`src/rtl/fsm1_resp_if.sv`:
```
`default_nettype none
// ============================================================================
// Module      : fsm1_resp_if
// Description : Read-handshake (rd/ws/ds) and backing-store (req/ack) signal
//               bundle for the fsm1 read responder.
// Revision    : 1.0 - initial release
// ============================================================================
interface fsm1_resp_if #(
  parameter int DW = 8,
  parameter int AW = 8,
  parameter int WW = 4
);
  // initiator side
  logic          rd;
  logic          ds;
  logic [WW-1:0] wait_cfg;
  logic          ws;
  logic [DW-1:0] dout;
  logic          busy;
  // backing-store side
  logic          mem_req;
  logic [AW-1:0] mem_addr;
  logic          mem_ack;
  logic [DW-1:0] mem_rdata;
  // address counter load
  logic          addr_ld;
  logic [AW-1:0] addr_din;

  modport slave (
    input  rd, ds, wait_cfg, mem_ack, mem_rdata, addr_ld, addr_din,
    output ws, dout, busy, mem_req, mem_addr
  );

  modport master (
    output rd, ds, wait_cfg, mem_ack, mem_rdata, addr_ld, addr_din,
    input  ws, dout, busy, mem_req, mem_addr
  );
endinterface
`default_nettype wire

```
`src/rtl/fsm1_resp.sv`:
```
`default_nettype none
// ============================================================================
// Module      : fsm1_resp
// Description : Read responder for the rd/ws/ds handshake. Fetches one word
//               per transaction from a req/ack store at an auto-incrementing
//               address and enforces a programmable minimum wait count.
// Revision    : 1.0 - initial release
// ============================================================================
module fsm1_resp #(
  parameter int DW = 8,
  parameter int AW = 8,
  parameter int WW = 4
) (
  input  wire logic      clk,
  input  wire logic      rst_n,
  fsm1_resp_if.slave     bus
);

  typedef enum logic [1:0] {
    R_IDLE  = 2'd0,
    R_WAIT  = 2'd1,
    R_READY = 2'd2,
    R_DRAIN = 2'd3
  } state_t;

  state_t        r_state,    w_state_nxt;
  logic [WW-1:0] r_cnt,      w_cnt_nxt;
  logic          r_have,     w_have_nxt;
  logic          r_ws,       w_ws_nxt;
  logic [DW-1:0] r_dout,     w_dout_nxt;
  logic          r_busy,     w_busy_nxt;
  logic          r_mem_req,  w_req_nxt;
  logic [AW-1:0] r_mem_addr, w_addr_nxt;

  logic w_ack_hit;
  logic w_abort;

  // An ack only counts while our own request is outstanding.
  assign w_ack_hit = r_mem_req && bus.mem_ack;
  // rd low without ds means the initiator was reset mid-transfer.
  assign w_abort   = !bus.rd && !bus.ds;

  assign bus.ws       = r_ws;
  assign bus.dout     = r_dout;
  assign bus.busy     = r_busy;
  assign bus.mem_req  = r_mem_req;
  assign bus.mem_addr = r_mem_addr;

  // Next-state and next-output computation; every output is registered.
  always_comb begin
    w_state_nxt = r_state;
    w_cnt_nxt   = r_cnt;
    w_have_nxt  = r_have;
    w_ws_nxt    = r_ws;
    w_dout_nxt  = r_dout;
    w_req_nxt   = r_mem_req;
    w_addr_nxt  = r_mem_addr;

    case (r_state)
      R_IDLE: begin
        w_ws_nxt = 1'b1;
        // A load wins over rd; rd stays high and is accepted next edge.
        if (bus.addr_ld) begin
          w_addr_nxt = bus.addr_din;
        end else if (bus.rd) begin
          w_cnt_nxt   = bus.wait_cfg;
          w_req_nxt   = 1'b1;
          w_have_nxt  = 1'b0;
          w_state_nxt = R_WAIT;
        end
      end

      R_WAIT: begin
        if (w_abort) begin
          w_ws_nxt = 1'b1;
          // A request acked on the abort edge is complete; no drain needed.
          if (r_mem_req && !bus.mem_ack) begin
            w_state_nxt = R_DRAIN;
          end else begin
            w_req_nxt   = 1'b0;
            w_state_nxt = R_IDLE;
          end
        end else begin
          if (w_ack_hit) begin
            w_dout_nxt = bus.mem_rdata;
            w_have_nxt = 1'b1;
            w_req_nxt  = 1'b0;
          end
          if (r_cnt != '0) begin
            w_cnt_nxt = r_cnt - 1'b1;
          end else if (r_have || w_ack_hit) begin
            w_ws_nxt    = 1'b0;
            w_state_nxt = R_READY;
          end
        end
      end

      R_READY: begin
        if (bus.ds) begin
          w_ws_nxt    = 1'b1;
          w_addr_nxt  = r_mem_addr + 1'b1;
          w_state_nxt = R_IDLE;
        end else if (w_abort) begin
          w_ws_nxt    = 1'b1;
          w_state_nxt = R_IDLE;
        end
      end

      R_DRAIN: begin
        // Wait out the abandoned fetch; its data is thrown away.
        w_ws_nxt = 1'b1;
        if (bus.mem_ack) begin
          w_req_nxt   = 1'b0;
          w_state_nxt = R_IDLE;
        end
      end

      default: begin
        w_ws_nxt    = 1'b1;
        w_req_nxt   = 1'b0;
        w_state_nxt = R_IDLE;
      end
    endcase

    w_busy_nxt = (w_state_nxt != R_IDLE);
  end

  // State and output registers with asynchronous reset.
  always_ff @(posedge clk or negedge rst_n) begin
    if (!rst_n) begin
      r_state    <= R_IDLE;
      r_cnt      <= '0;
      r_have     <= 1'b0;
      r_ws       <= 1'b1;
      r_dout     <= '0;
      r_busy     <= 1'b0;
      r_mem_req  <= 1'b0;
      r_mem_addr <= '0;
    end else begin
      r_state    <= w_state_nxt;
      r_cnt      <= w_cnt_nxt;
      r_have     <= w_have_nxt;
      r_ws       <= w_ws_nxt;
      r_dout     <= w_dout_nxt;
      r_busy     <= w_busy_nxt;
      r_mem_req  <= w_req_nxt;
      r_mem_addr <= w_addr_nxt;
    end
  end

endmodule
`default_nettype wire
```
`src/flat_wrapper.sv`:
```
// flat-port wrapper written by rule: the top's interface ports become plain ports
module fsm1_resp_flat 
#(
  parameter int DW = 8,
  parameter int AW = 8,
  parameter int WW = 4
)
  (clk, rst_n, bus_rd, bus_ds, bus_wait_cfg, bus_mem_ack, bus_mem_rdata, bus_addr_ld, bus_addr_din, bus_ws, bus_dout, bus_busy, bus_mem_req, bus_mem_addr);
  fsm1_resp_if #(.DW(DW), .AW(AW), .WW(WW)) bus_i ();
  input  wire logic clk;
  input  wire logic rst_n;
  input wire logic [$bits(bus_i.rd)-1:0] bus_rd;
  input wire logic [$bits(bus_i.ds)-1:0] bus_ds;
  input wire logic [$bits(bus_i.wait_cfg)-1:0] bus_wait_cfg;
  input wire logic [$bits(bus_i.mem_ack)-1:0] bus_mem_ack;
  input wire logic [$bits(bus_i.mem_rdata)-1:0] bus_mem_rdata;
  input wire logic [$bits(bus_i.addr_ld)-1:0] bus_addr_ld;
  input wire logic [$bits(bus_i.addr_din)-1:0] bus_addr_din;
  output wire logic [$bits(bus_i.ws)-1:0] bus_ws;
  output wire logic [$bits(bus_i.dout)-1:0] bus_dout;
  output wire logic [$bits(bus_i.busy)-1:0] bus_busy;
  output wire logic [$bits(bus_i.mem_req)-1:0] bus_mem_req;
  output wire logic [$bits(bus_i.mem_addr)-1:0] bus_mem_addr;
  assign bus_i.rd = bus_rd;
  assign bus_i.ds = bus_ds;
  assign bus_i.wait_cfg = bus_wait_cfg;
  assign bus_i.mem_ack = bus_mem_ack;
  assign bus_i.mem_rdata = bus_mem_rdata;
  assign bus_i.addr_ld = bus_addr_ld;
  assign bus_i.addr_din = bus_addr_din;
  assign bus_ws = bus_i.ws;
  assign bus_dout = bus_i.dout;
  assign bus_busy = bus_i.busy;
  assign bus_mem_req = bus_i.mem_req;
  assign bus_mem_addr = bus_i.mem_addr;
  fsm1_resp #(.DW(DW), .AW(AW), .WW(WW)) u_core (.clk(clk), .rst_n(rst_n), .bus(bus_i));
endmodule
```
`config.mk`:
```
export PLATFORM = sky130hd
export DESIGN_NAME = fsm1_resp_flat
export DESIGN_NICKNAME = d
export VERILOG_FILES = /design/src/rtl/fsm1_resp_if.sv /design/src/rtl/fsm1_resp.sv /design/src/flat_wrapper.sv
export SDC_FILE = /design/constraint.sdc
export NUM_CORES = 1
export LEC_CHECK = 0
export CORE_MARGIN = 2
export CORE_UTILIZATION = 48
export DETAILED_ROUTE_END_ITERATION = 10
export MAX_ROUTING_LAYER = met4
export PLACE_DENSITY = 0.82
export SYNTH_ARGS = -nofsm -noshare
export SYNTH_HDL_FRONTEND = slang
export SYNTH_SLANG_ARGS = --single-unit
```
`constraint.sdc`:
```
create_clock -name clk -period 3.9 [get_ports clk]
set_input_delay 0.39 -clock clk [delete_from_list [all_inputs] [get_ports clk]]
set_output_delay 0.39 -clock clk [all_outputs]
set_load 0.03 [all_outputs]
```
==> summary.txt <==
GRT
  • Antenna violations before repair: 0
  • Pin count of the biggest net entering global routing: 27
  • Gr usage total: 20.5%
  • Global-route wire length before repair: 5070 µm
  • Global route overflow: 0
  • Vias in the first global route: 1159

Route
  • Total number of vias: 1151
  • Drt wl/cell: 14.8 µm
  • 1st-iter DRT viols: 13
  • First-pass iteration count of the detailed router: 4
  • DRT Wirelength: 3050 µm
  • Residual DRC: 0
  • Vias per inst: 5.59
  • Antenna Nets Post-Route: 0

Clocking
  • CTS root buf: clkbuf_4
  • Bufs on Longest Clock Path: 2
  • Sink Count: 26
  • CTS buffer count: 3
  • Post-CTS setup buffer count: 0
  • Hold_buf cts: 0
  • Clock Latency Late Sink: 0.34 ns
  • # resized after CTS: 0
  • CTS tree: yes
  • CTS H-tree lvls: 1
  • Clock-pin transition on the worst setup and hold timing paths: 0.15 ns

Die
  • Initial Utilization: 50.1%
  • DIE HEIGHT: 57.2 µm
  • DIE AREA: 3270 µm²
  • Die W: 57.2 µm
  • Core Rows: 19
  • CORE AREA: 2710 µm²
  • I/O pin cnt: 45

Worst setup path
  • Reg2reg end: u_core.bus.mem_addr[4]
  • Worst R2R Path Depth: 4
  • Critical path launch point type: flop
  • R2R setup slack: 1.89 ns
  • CP required: 4.10 ns
  • RR Startpoint: u_core.r_state[0]
  • CP Data Arrival Time: 2.21 ns
  • Crit Path Max Fanout: 19
  • Crit Path Class: reg2reg
  • Crit path capture type: flop

Pwr
  • Total Power: 1.56 mW
  • PD cells: 838 nW/µm²
  • Power share of the combinational group: 54.6%
  • Internal power: 0.896 mW
  • Switch share: 42.4%
  • Peak supply drop: 0.000572 V
  • Clk network pwr share: 12.2%
  • Lkg Pwr: 0.752 nW
  • Sw Pwr: 0.660 mW
  • Share of power burned in registers: 33.3%

Synth
  • Seq/Total Area, Yosys: 48.0%
  • EDFF count, synth: 0
  • Distinct cells, synth: 39
  • Main flop type after synthesis: dfrtp_1
  • Synth Register Bits: 26
  • Post-Syn Instances: 132
  • YS warnings: 0
  • Post-Syn Area per Cell: 10.3 µm²
  • Post-synth ARST share: 100%
  • Syn nets: 160
  • Synth Cell Area: 1360 µm²

Layout
  • Area grow syn2layout: 36.9%
  • Number of diodes: 0
  • Most frequent cells in the layout: clkdlybuf4s50_1 (44), dfrtp_1 (25), a21oi_1 (14)
  • Nets: 204
  • Area of the multi-input gates: 659 µm²
  • Most common cell after layout, fill and taps aside: clkdlybuf4s50_1
  • Share of cells above drive strength 1: 10.3%
  • Register area: 652 µm²
  • # fillers: 222

Timing
  • Worst Clk Skew: 0.00931 ns
  • Final min period: 2.01 ns
  • Final Max Slew Viols: 0
  • Final hold viol count: 0
  • Unrepaired setup endpoints after global routing: no
  • Post-Route Setup TNS: 0 ns
  • Slew Limit Headroom: 23.6%
  • Final clock period utilization by the worst path: 51.4%
  • Setup violators final: 0
  • Worst-Margin Slew: 1.14 ns
  • Fmax: 498 MHz
  • WHS: 0.526 ns

Outcome
  • Outcome: complete, no violations

Min path
  • Hold EP: u_core.r_have
  • Hold path start: u_core.r_have
  • Min-Delay Path Class: reg2reg
  • Worst hold stages: 1

Placement
  • HPWL after DPL: 2270 µm
  • Buffers added on ports: 44
  • Placer Congestion: 0.864

Run
  • Max cap viols: 0
==> power groups by stage <==
stage / clock network, mW / registers [mW] / logic (mW)
3_5_place_dp: 0 / 0.518 / 0.854
2_1_floorplan: 0 / 0.686 / 0.384
4_1_cts: 0.195 / 0.514 / 0.854
3_3_place_gp: 0 / 0.511 / 0.825
5_1_grt: 0.203 / 0.531 / 0.918
6_report: 0.189 / 0.518 / 0.850
==> synthesized netlist by cell type, drive strengths merged (2+ instances only) <==
master   count  share of area (%)
a2bb2oi      3                1.9
and2         2               0.92
a21oi       15                5.8
a21boi       2                1.1
mux2i        2                1.5
or3          2               0.92
dfrtp       25                 46
nor3b        2                1.1
ha           2                1.8
o22ai        6                2.8
nor2         5                1.6
buf          5                2.3
nand2       12                3.3
nor3         2               0.74
nand2b       3                1.4
o21ai       11                4.1
inv          4                1.1
and3         2                1.3
nand3        5                2.2
mux2         8                8.8
o211ai       2                1.1
==> critical path, cell delays in order (launching register included) <==
cell and delay (ns):
dfrtp_1 0.51, nor2b_1 0.88, nand3_1 0.21, o22ai_1 0.18, a21oi_1 0.10
==> routing by layer <==
metal | global-route usage [%] | vias to the layer above | part of all wire [%]
met4 | 8.64 | 0 | 1.2
met2 | 34.0 | 34 | 49
met1 | 25.1 | 546 | 45
met5 | - | - | 0
li1 | - | 567 | -
met3 | 2.72 | 4 | 4.7
==> metrics by stage <==
| stage | area (µm²) | util [%] | instances | worst slack [ns] |
|---|---|---|---|---|
| global placement | 1810 | 66.6 | 202 | 2.02 |
| global route | 1860 | 68.6 | 206 | 1.70 |
| floorplan | 1360 | - | 132 | 2.45 |
| CTS | 1860 | 68.6 | 206 | 1.93 |
| detailed placement | 1810 | 66.6 | 202 | 1.92 |
| finish | 1860 | 68.6 | 206 | 1.89 |
==> cells by family after synthesis <==
family	share of synthesized area, %
AOI/OAI and AO/OA	19.5
adders and majority gates	1.84
buffers and inverters	3.41
DFF	48.0
muxes	10.3
and+or+nand+nor	16.9
==> layout make-up <==
class                      count  area share (%)
multi-input combinational     97            35.5
timing repair buffer          44            23.7
inverter                       4           0.808
clock buffer                   3            1.21
tap                           31            2.09
sequential                    26            35.1
clock inverter                 1            1.62
==> sequential cells by signal (all words and copies together) (netlist names) <==
register             flops
u_core.r_state           2
u_core.bus.mem_req       1
u_core.bus.ws            1
u_core.bus.dout          8
u_core.r_cnt             4
u_core.r_have            1
u_core.bus.mem_addr      8
u_core.bus.busy          1
==> how the worst max path moves through the flow <==
stage                                 from                      to  slack, ns
finish                   u_core.r_state[0]  u_core.bus.mem_addr[4]       1.89
global route             u_core.r_state[0]  u_core.bus.mem_addr[4]       1.70
CTS                      u_core.r_state[0]  u_core.bus.mem_addr[4]       1.93
detailed placement       u_core.r_state[0]  u_core.bus.mem_addr[4]       1.92
global placement         u_core.r_state[1]  u_core.bus.mem_addr[4]       2.02
floorplan           u_core.bus.mem_addr[2]  u_core.bus.mem_addr[7]       2.45
No activity file was read; power rests on OpenSTA's default activity.
